**src/rtl/pwm_ctrl_pkg.sv**
```systemverilog
// pwm_ctrl_pkg: shared types and constants for the peak-current-mode PWM
// controller and its period timer.
//   pwm_state_e      : controller states IDLE / ON / OFF / FAULT
//   IEST_ZERO_CODE   : estimator code at zero coil current
//   IEST_DN_PER_A    : estimator codes per ampere (code falls as current rises)
//   PERIOD_W / ON_W  : counter widths, sized for PERIOD_CYCLES up to 4095
package pwm_ctrl_pkg;

    typedef enum logic [1:0] {
        IDLE  = 2'd0,
        ON    = 2'd1,
        OFF   = 2'd2,
        FAULT = 2'd3
    } pwm_state_e;

    localparam logic [11:0] IEST_ZERO_CODE = 12'd2047;
    localparam int          IEST_DN_PER_A  = 205;

    localparam int CODE_W   = 12;
    localparam int PERIOD_W = 12;
    localparam int ON_W     = 12;

endpackage

```
**src/rtl/pwm_peak_ctrl_if.sv**
```systemverilog
// pwm_peak_ctrl_if: control/status bundle between the sequencer and the
// peak-current PWM controller.
//   master : sequencer side, drives enable, fault, ipk_code, iest_coil
//            (and slope when PWM_SLOPE_COMP_EN is defined)
//   slave  : controller side, drives pwm, period_start, trip_pk, trip_max,
//            fault_lat
// Optional macro: PWM_SLOPE_COMP_EN adds the 8-bit slope input.
interface pwm_peak_ctrl_if;

    logic        enable;
    logic        fault;
    logic [11:0] ipk_code;
    logic [11:0] iest_coil;
`ifdef PWM_SLOPE_COMP_EN
    logic [7:0]  slope;
`endif
    logic        pwm;
    logic        period_start;
    logic        trip_pk;
    logic        trip_max;
    logic        fault_lat;

`ifdef PWM_SLOPE_COMP_EN
    modport master (output enable, fault, ipk_code, iest_coil, slope,
                    input  pwm, period_start, trip_pk, trip_max, fault_lat);
    modport slave  (input  enable, fault, ipk_code, iest_coil, slope,
                    output pwm, period_start, trip_pk, trip_max, fault_lat);
`else
    modport master (output enable, fault, ipk_code, iest_coil,
                    input  pwm, period_start, trip_pk, trip_max, fault_lat);
    modport slave  (input  enable, fault, ipk_code, iest_coil,
                    output pwm, period_start, trip_pk, trip_max, fault_lat);
`endif

endinterface

```
**src/rtl/pwm_period_timer.sv**
```systemverilog
// pwm_period_timer: free-running switching-period counter.
//   clk, reset : clock and synchronous active-high reset
//   wrap_o     : high during the last cycle of each period, i.e. the edge
//                that follows is the period boundary
module pwm_period_timer
    import pwm_ctrl_pkg::*;
#(
    parameter int PERIOD_CYCLES = 48
) (
    input  logic clk,
    input  logic reset,
    output logic wrap_o
);

    localparam logic [PERIOD_W-1:0] LAST = PERIOD_W'(PERIOD_CYCLES - 1);

    logic [PERIOD_W-1:0] cnt_q, cnt_d;

    assign wrap_o = (cnt_q == LAST);

    always_comb begin
        cnt_d = wrap_o ? '0 : cnt_q + PERIOD_W'(1);
    end

    always_ff @(posedge clk) begin
        if (reset) cnt_q <= '0;
        else       cnt_q <= cnt_d;
    end

endmodule

```
**src/rtl/pwm_peak_ctrl.sv**
```systemverilog
// pwm_peak_ctrl: peak-current-mode PWM generator. A period starts on every
// timer wrap (when enabled and fault-free); the on-time ends when the coil
// current estimate reaches the latched peak threshold (after leading-edge
// blanking) or when the maximum on-time is reached.
//   clk, reset : 48 MHz clock, synchronous active-high reset
//   bus        : pwm_peak_ctrl_if.slave (enable, fault, ipk_code, iest_coil,
//                pwm, period_start, trip_pk, trip_max, fault_lat)
// Optional macro: PWM_SLOPE_COMP_EN adds a registered, saturating slope
// compensation ramp to the threshold (one extra clk on the compare path).
module pwm_peak_ctrl
    import pwm_ctrl_pkg::*;
#(
    parameter int PERIOD_CYCLES = 48,
    parameter int MAX_ON_CYCLES = 40,
    parameter int LEB_CYCLES    = 3
) (
    input  logic             clk,
    input  logic             reset,
    pwm_peak_ctrl_if.slave   bus
);

    localparam logic [ON_W-1:0] LEB_C    = ON_W'(LEB_CYCLES);
    localparam logic [ON_W-1:0] MAX_LAST = ON_W'(MAX_ON_CYCLES - 1);

    pwm_state_e        state_q, state_d;
    logic [ON_W-1:0]   on_cnt_q, on_cnt_d;
    logic [CODE_W-1:0] thr_base_q;
    logic [CODE_W-1:0] thr;
    logic pwm_q, pwm_d;
    logic period_start_q, period_start_d;
    logic trip_pk_q, trip_pk_d;
    logic trip_max_q, trip_max_d;
    logic fault_lat_q, fault_lat_d;
    logic wrap, start_ok, start_take, peak_hit;

    pwm_period_timer #(.PERIOD_CYCLES(PERIOD_CYCLES)) u_timer (
        .clk    (clk),
        .reset  (reset),
        .wrap_o (wrap)
    );

`ifdef PWM_SLOPE_COMP_EN
    logic [7:0]        slope_q;
    logic [CODE_W-1:0] thr_q;

    // base + slope*n fits in 20 bits for all legal operands; clamp to full scale
    function automatic logic [CODE_W-1:0] sat_thr(input logic [CODE_W-1:0] base,
                                                   input logic [7:0]        slp,
                                                   input logic [ON_W-1:0]   n);
        logic [19:0] sum;
        sum = 20'(base) + 20'(slp) * 20'(n);
        return (sum > 20'd4095) ? 12'hFFF : sum[CODE_W-1:0];
    endfunction

    assign thr = thr_q;
`else
    assign thr = thr_base_q;
`endif

    assign start_ok = wrap & bus.enable & ~fault_lat_q & ~bus.fault;
    // Lower code means more current, so "reached the peak" is code <= thr
    assign peak_hit = (on_cnt_q >= LEB_C) && (bus.iest_coil <= thr);

    always_comb begin
        state_d        = state_q;
        on_cnt_d       = on_cnt_q;
        pwm_d          = 1'b0;
        period_start_d = 1'b0;
        trip_pk_d      = 1'b0;
        trip_max_d     = 1'b0;
        start_take     = 1'b0;
        // Sticky until an edge sees both enable and fault low
        fault_lat_d    = bus.fault | (fault_lat_q & bus.enable);

        case (state_q)
            IDLE: begin
                if (start_ok) start_take = 1'b1;
            end
            ON: begin
                pwm_d    = 1'b1;
                on_cnt_d = on_cnt_q + ON_W'(1);
                if (bus.fault || fault_lat_q) begin
                    state_d = FAULT;
                    pwm_d   = 1'b0;
                end else if (!bus.enable) begin
                    state_d = IDLE;
                    pwm_d   = 1'b0;
                end else if (peak_hit) begin
                    // Peak wins over a coincident max-duty limit
                    state_d   = OFF;
                    pwm_d     = 1'b0;
                    trip_pk_d = 1'b1;
                end else if (on_cnt_q == MAX_LAST) begin
                    state_d    = OFF;
                    pwm_d      = 1'b0;
                    trip_max_d = 1'b1;
                end
            end
            OFF: begin
                if (bus.fault) begin
                    state_d = FAULT;
                end else if (wrap) begin
                    if (start_ok) start_take = 1'b1;
                    else          state_d    = IDLE;
                end
            end
            FAULT: begin
                if (!fault_lat_q) state_d = IDLE;
            end
            default: state_d = IDLE;
        endcase

        if (start_take) begin
            state_d        = ON;
            pwm_d          = 1'b1;
            period_start_d = 1'b1;
            on_cnt_d       = '0;
        end
    end

    always_ff @(posedge clk) begin
        if (reset) begin
            state_q        <= IDLE;
            on_cnt_q       <= '0;
            pwm_q          <= 1'b0;
            period_start_q <= 1'b0;
            trip_pk_q      <= 1'b0;
            trip_max_q     <= 1'b0;
            fault_lat_q    <= 1'b0;
        end else begin
            state_q        <= state_d;
            on_cnt_q       <= on_cnt_d;
            pwm_q          <= pwm_d;
            period_start_q <= period_start_d;
            trip_pk_q      <= trip_pk_d;
            trip_max_q     <= trip_max_d;
            fault_lat_q    <= fault_lat_d;
        end
    end

    // Threshold operands are captured at period start and only read in ON
    always_ff @(posedge clk) begin
        if (start_take) thr_base_q <= bus.ipk_code;
`ifdef PWM_SLOPE_COMP_EN
        if (start_take) begin
            slope_q <= bus.slope;
            thr_q   <= bus.ipk_code;
        end else if (state_q == ON) begin
            thr_q   <= sat_thr(thr_base_q, slope_q, on_cnt_q);
        end
`endif
    end

    assign bus.pwm          = pwm_q;
    assign bus.period_start = period_start_q;
    assign bus.trip_pk      = trip_pk_q;
    assign bus.trip_max     = trip_max_q;
    assign bus.fault_lat    = fault_lat_q;

endmodule

```
**src/flat_wrapper.sv**
```systemverilog
// flat-port wrapper written by rule: the top's interface ports become plain ports
module pwm_peak_ctrl_flat import pwm_ctrl_pkg::*;
#(
    parameter int PERIOD_CYCLES = 48,
    parameter int MAX_ON_CYCLES = 40,
    parameter int LEB_CYCLES    = 3
)
  (clk, reset, bus_enable, bus_fault, bus_ipk_code, bus_iest_coil, bus_pwm, bus_period_start, bus_trip_pk, bus_trip_max, bus_fault_lat);
  pwm_peak_ctrl_if bus_i ();
  input  logic clk;
  input  logic reset;
  input wire logic [$bits(bus_i.enable)-1:0] bus_enable;
  input wire logic [$bits(bus_i.fault)-1:0] bus_fault;
  input wire logic [$bits(bus_i.ipk_code)-1:0] bus_ipk_code;
  input wire logic [$bits(bus_i.iest_coil)-1:0] bus_iest_coil;
  output wire logic [$bits(bus_i.pwm)-1:0] bus_pwm;
  output wire logic [$bits(bus_i.period_start)-1:0] bus_period_start;
  output wire logic [$bits(bus_i.trip_pk)-1:0] bus_trip_pk;
  output wire logic [$bits(bus_i.trip_max)-1:0] bus_trip_max;
  output wire logic [$bits(bus_i.fault_lat)-1:0] bus_fault_lat;
  assign bus_i.enable = bus_enable;
  assign bus_i.fault = bus_fault;
  assign bus_i.ipk_code = bus_ipk_code;
  assign bus_i.iest_coil = bus_iest_coil;
  assign bus_pwm = bus_i.pwm;
  assign bus_period_start = bus_i.period_start;
  assign bus_trip_pk = bus_i.trip_pk;
  assign bus_trip_max = bus_i.trip_max;
  assign bus_fault_lat = bus_i.fault_lat;
  pwm_peak_ctrl #(.PERIOD_CYCLES(PERIOD_CYCLES), .MAX_ON_CYCLES(MAX_ON_CYCLES), .LEB_CYCLES(LEB_CYCLES)) u_core (.clk(clk), .reset(reset), .bus(bus_i));
endmodule
```
**config.mk**
```make
export PLATFORM = sky130hd
export DESIGN_NAME = pwm_peak_ctrl_flat
export DESIGN_NICKNAME = d
export VERILOG_FILES = /design/src/rtl/pwm_ctrl_pkg.sv /design/src/rtl/pwm_peak_ctrl_if.sv /design/src/rtl/pwm_period_timer.sv /design/src/rtl/pwm_peak_ctrl.sv /design/src/flat_wrapper.sv
export SDC_FILE = /design/constraint.sdc
export NUM_CORES = 1
export LEC_CHECK = 0
export ABC_AREA = 1
export CORE_ASPECT_RATIO = 1.1
export CORE_UTILIZATION = 48
export CTS_CLUSTER_DIAMETER = 30
export DETAILED_ROUTE_END_ITERATION = 16
export PLACE_DENSITY_LB_ADDON = 0.12
export SYNTH_ARGS = -nofsm -noshare
export SYNTH_HDL_FRONTEND = slang
export SYNTH_HIERARCHICAL = 1
export SYNTH_SLANG_ARGS = --single-unit
```
**constraint.sdc**
```tcl
create_clock -name clk -period 2.05 [get_ports clk]
set_input_delay 0.615 -clock clk [delete_from_list [all_inputs] [get_ports clk]]
set_output_delay 0.615 -clock clk [all_outputs]
set_load 0.1 [all_outputs]
```
==> out/qor.txt <==
================================================================================
Worst path arrival time ...........................................      2.11 ns
Slowest stage cell on the critical path ........................... sky130_fd_sc_hd__clkdlybuf4s50_1
Final number of max-transition violations .........................            0
NumNets Final .....................................................          381
Full die area .....................................................     4920 um2
CTS clk-pin slew, worst paths .....................................      0.07 ns
Tightest Pin Transition ...........................................     0.294 ns
Timing-limited maximum frequency ..................................    0.523 GHz
Area of the core ..................................................     4380 um2
Width of the chip .................................................      67.0 um
Per-cell via count in the routed design ...........................         4.96
Max H-tree Level ..................................................            2
Starting density of the core ......................................        50.9%
Worst hold slack across all endpoints .............................     0.471 ns
1st-pass router iterations ........................................            4
Initial antenna violation count ...................................            0
Clock root buffer ................................................. sky130_fd_sc_hd__clkbuf_8
Leading post-synthesis cells by cell area ......................... sky130_fd_sc_hd__dfxtp_1, sky130_fd_sc_hd__edfxtp_1, sky130_fd_sc_hd__nand2_1, sky130_fd_sc_hd__inv_1, sky130_fd_sc_hd__ha_1
Post-synth EDFFs ..................................................           12
Worst slew margin relative to its limit ...........................        80.2%
Avg Synthesized Cell Area .........................................     7.69 um2
Period utilization ................................................        93.3%
Final antenna diode count .........................................            0
HP Class .......................................................... register to register
Syn nets ..........................................................          332
Number of I/O port buffers ........................................           32
Ys flop type ...................................................... sky130_fd_sc_hd__dfxtp_1
Most used cells in the layout excluding fill and tap cells ........ sky130_fd_sc_hd__nand2_1, sky130_fd_sc_hd__inv_1, sky130_fd_sc_hd__dfxtp_1, sky130_fd_sc_hd__nor2_1, sky130_fd_sc_hd__clkdlybuf4s50_1
Kind of critical path ............................................. input pin to register
Share of async-settable or async-resettable flops after synthesis .           0%
Worst reg-to-reg setup slack ......................................      0.21 ns
First-pass GRT wire length ........................................      7.00 mm
Worst clock skew ..................................................   0.00507 ns
Leftover overflow at the end of global routing ....................            0
# IOs .............................................................           33
Routed wire length ................................................      4.43 mm
CTS Buf Count .....................................................            5
Most common cell after layout, fill and taps aside ................ sky130_fd_sc_hd__nand2_1
Overall fraction of global-route tracks in use ....................        18.9%
Routed via count ..................................................         1953
WHS Path Cells ....................................................            2
Cell type contributing the most total cell area after synthesis ... sky130_fd_sc_hd__dfxtp_1
Static leakage ....................................................      1.27 nW
Starting DRT DRC Count ............................................           61
Maximum vdd ir drop ...............................................     0.396 mV
Crit-path cells ................................................... clkdlybuf4s50_1 -> ha_1 -> nand2_1 -> inv_1 -> nand2_2 -> nor2_2 -> nand2_1 -> nand3_1 -> nand2_1 -> nand2_2 -> nand2_2 -> nand2_1 -> nand2_1 -> nand2_1 -> inv_1
Largest net degree at the start of global routing .................           14
Area of the mapped netlist ........................................     2230 um2
Area share of the largest cell type after synthesis ...............        27.8%
Synthesized instance count ........................................          290
Overall die height ................................................      73.5 um
Total Power .......................................................      2.01 mW
Setup violation total in the final timing report ..................            0
Routed wire per std cell ..........................................      11.2 um
Power density relative to cell area ...............................   676 nW/um2
Placement row count ...............................................           25
Max Fanout on Critical Path .......................................            4
Largest incremental delay on the critical path ....................      0.40 ns
Routability Congestion ............................................        0.879
Fill cells ........................................................          359
Number of DRC violations after detailed routing ...................            0
Layout overhead on the synthesized area ...........................        33.4%
Critical path required time .......................................      2.25 ns
Cell with the most instances on the worst path .................... sky130_fd_sc_hd__nand2_1
Antenna-violating nets left .......................................            0
Clock tree from TritonCTS .........................................        built
Shortest clock period the worst path allows after layout ..........      1.91 ns
Fin. Hold Viols ...................................................            0
Number of hold buffers added after cts ............................            0
Via count of the first global-routing pass ........................         1752
Result of the run .................................................    completed
Worst reg-to-reg path cell count ..................................           11
Number of buffers on the longest clock path .......................            2
Critical Path Start Type ..........................................    input pin
Sum of net half-perimeters after detailed placement ...............      3.30 mm
Post-synthesis register bit count .................................           43
Portion of the post-synthesis area used by sequential elements ....        44.0%
CP endpoint kind ..................................................     register
Max Cap Violations ................................................            0
Clock insertion delay at the later pin of the skew report .........      0.29 ns
Fraction of layout cells with a size suffix above 1 ...............        17.6%
Yosys warns .......................................................            6
Clock sinks .......................................................           43
Cell variety after synth ..........................................           26
================================================================================
==> final timing paths <==
check                                start                  endpoint
setup / recovery          bus_iest_coil[8]         u_core/state_q[0]
hold / removal    u_core/u_timer/cnt_q[11]  u_core/u_timer/cnt_q[11]
setup reg to reg   u_core/u_timer/cnt_q[1]         u_core/state_q[1]
hold reg to reg   u_core/u_timer/cnt_q[11]  u_core/u_timer/cnt_q[11]
==> power breakdown <==
group | internal, mW | total, mW | leakage (nW) | switching [mW]
registers | 0.908 | 0.952 | 0.359 | 0.0439
clock network | 0.394 | 0.672 | 0.0612 | 0.278
logic | 0.165 | 0.388 | 0.846 | 0.223
==> registers in the layout, summed over array words and instances, names as in the netlist <==
register,flops
u_core/bus.period_start,1
u_core/on_cnt_q,12
u_core/bus.trip_pk,1
u_core/thr,12
u_core/bus.trip_max,1
u_core/state_q,2
u_core/bus.fault_lat,1
u_core/bus.pwm,1
u_core/u_timer/cnt_q,12
==> synthesized netlist by cell type, drive strengths merged, types with 2 or more instances <==
library cell / instances
a21oi: 20
dfxtp: 31
edfxtp: 12
ha: 14
inv: 55
nand2: 63
nand3: 19
nand4: 9
nor2: 37
nor3: 9
o21ai: 8
xnor2: 2
xor2: 3
==> stage by stage <==
| stage | cell area, um2 | setup TNS, ns | cells | setup slack, ns | utilization, % |
|---|---|---|---|---|---|
| after floorplan | 2230 | 0 | 290 | 0.0903 | - |
| after global placement | 2740 | -0.754 | 385 | -0.236 | 62.5 |
| after detailed placement | 2740 | -0.980 | 385 | -0.292 | 62.5 |
| after CTS | 2850 | 0 | 393 | 0.0380 | 65.2 |
| after global routing | 2970 | -0.0245 | 394 | -0.0128 | 67.9 |
| final | 2970 | 0 | 394 | 0.138 | 67.9 |
==> final cells by class <==
cell class	count	area, um2	area share [%]
inverter	55	206	6.94
tap	54	67.6	2.27
clock inverter	2	35.0	1.18
sequential	43	981	33.0
multi-input combinational	191	1130	38.0
clock buffer	6	82.6	2.78
timing repair buffer	43	470	15.8
==> what timing repair did <==
action	4_1_cts	5_1_grt
setup endpoints to repair	0	23
setup buffers	0	1
resized for setup	0	24
==> critical path: cells and delay by family <==
kind                       cells  cell delay [ns]
and+or+nand+nor               11             0.71
buffers and inverters          3             0.50
adders and majority gates      1             0.27
==> kinds of logic (layout without fill, tap and decap cells) <==
group / after synthesis / after routing / share of synthesized area, %
and+or+nand+nor: 141 / 141 / 29.2
buffers and inverters: 56 / 106 / 9.76
DFF: 43 / 43 / 44.0
AOI/OAI and AO/OA: 31 / 31 / 7.24
adders and majority gates: 14 / 14 / 7.86
xor gates and xnor gates: 5 / 5 / 1.96
==> layer usage <==
metal | vias to the layer above | track usage [%] | wire length (um)
met4 | 0 | 7.09 | 65
met3 | 5 | 4.66 | 281
met1 | 875 | 21.6 | 1910
met2 | 46 | 33.6 | 2160
met5 | - | 0 | 0
li1 | 1027 | - | -
Power figures use the tool's default switching activity.
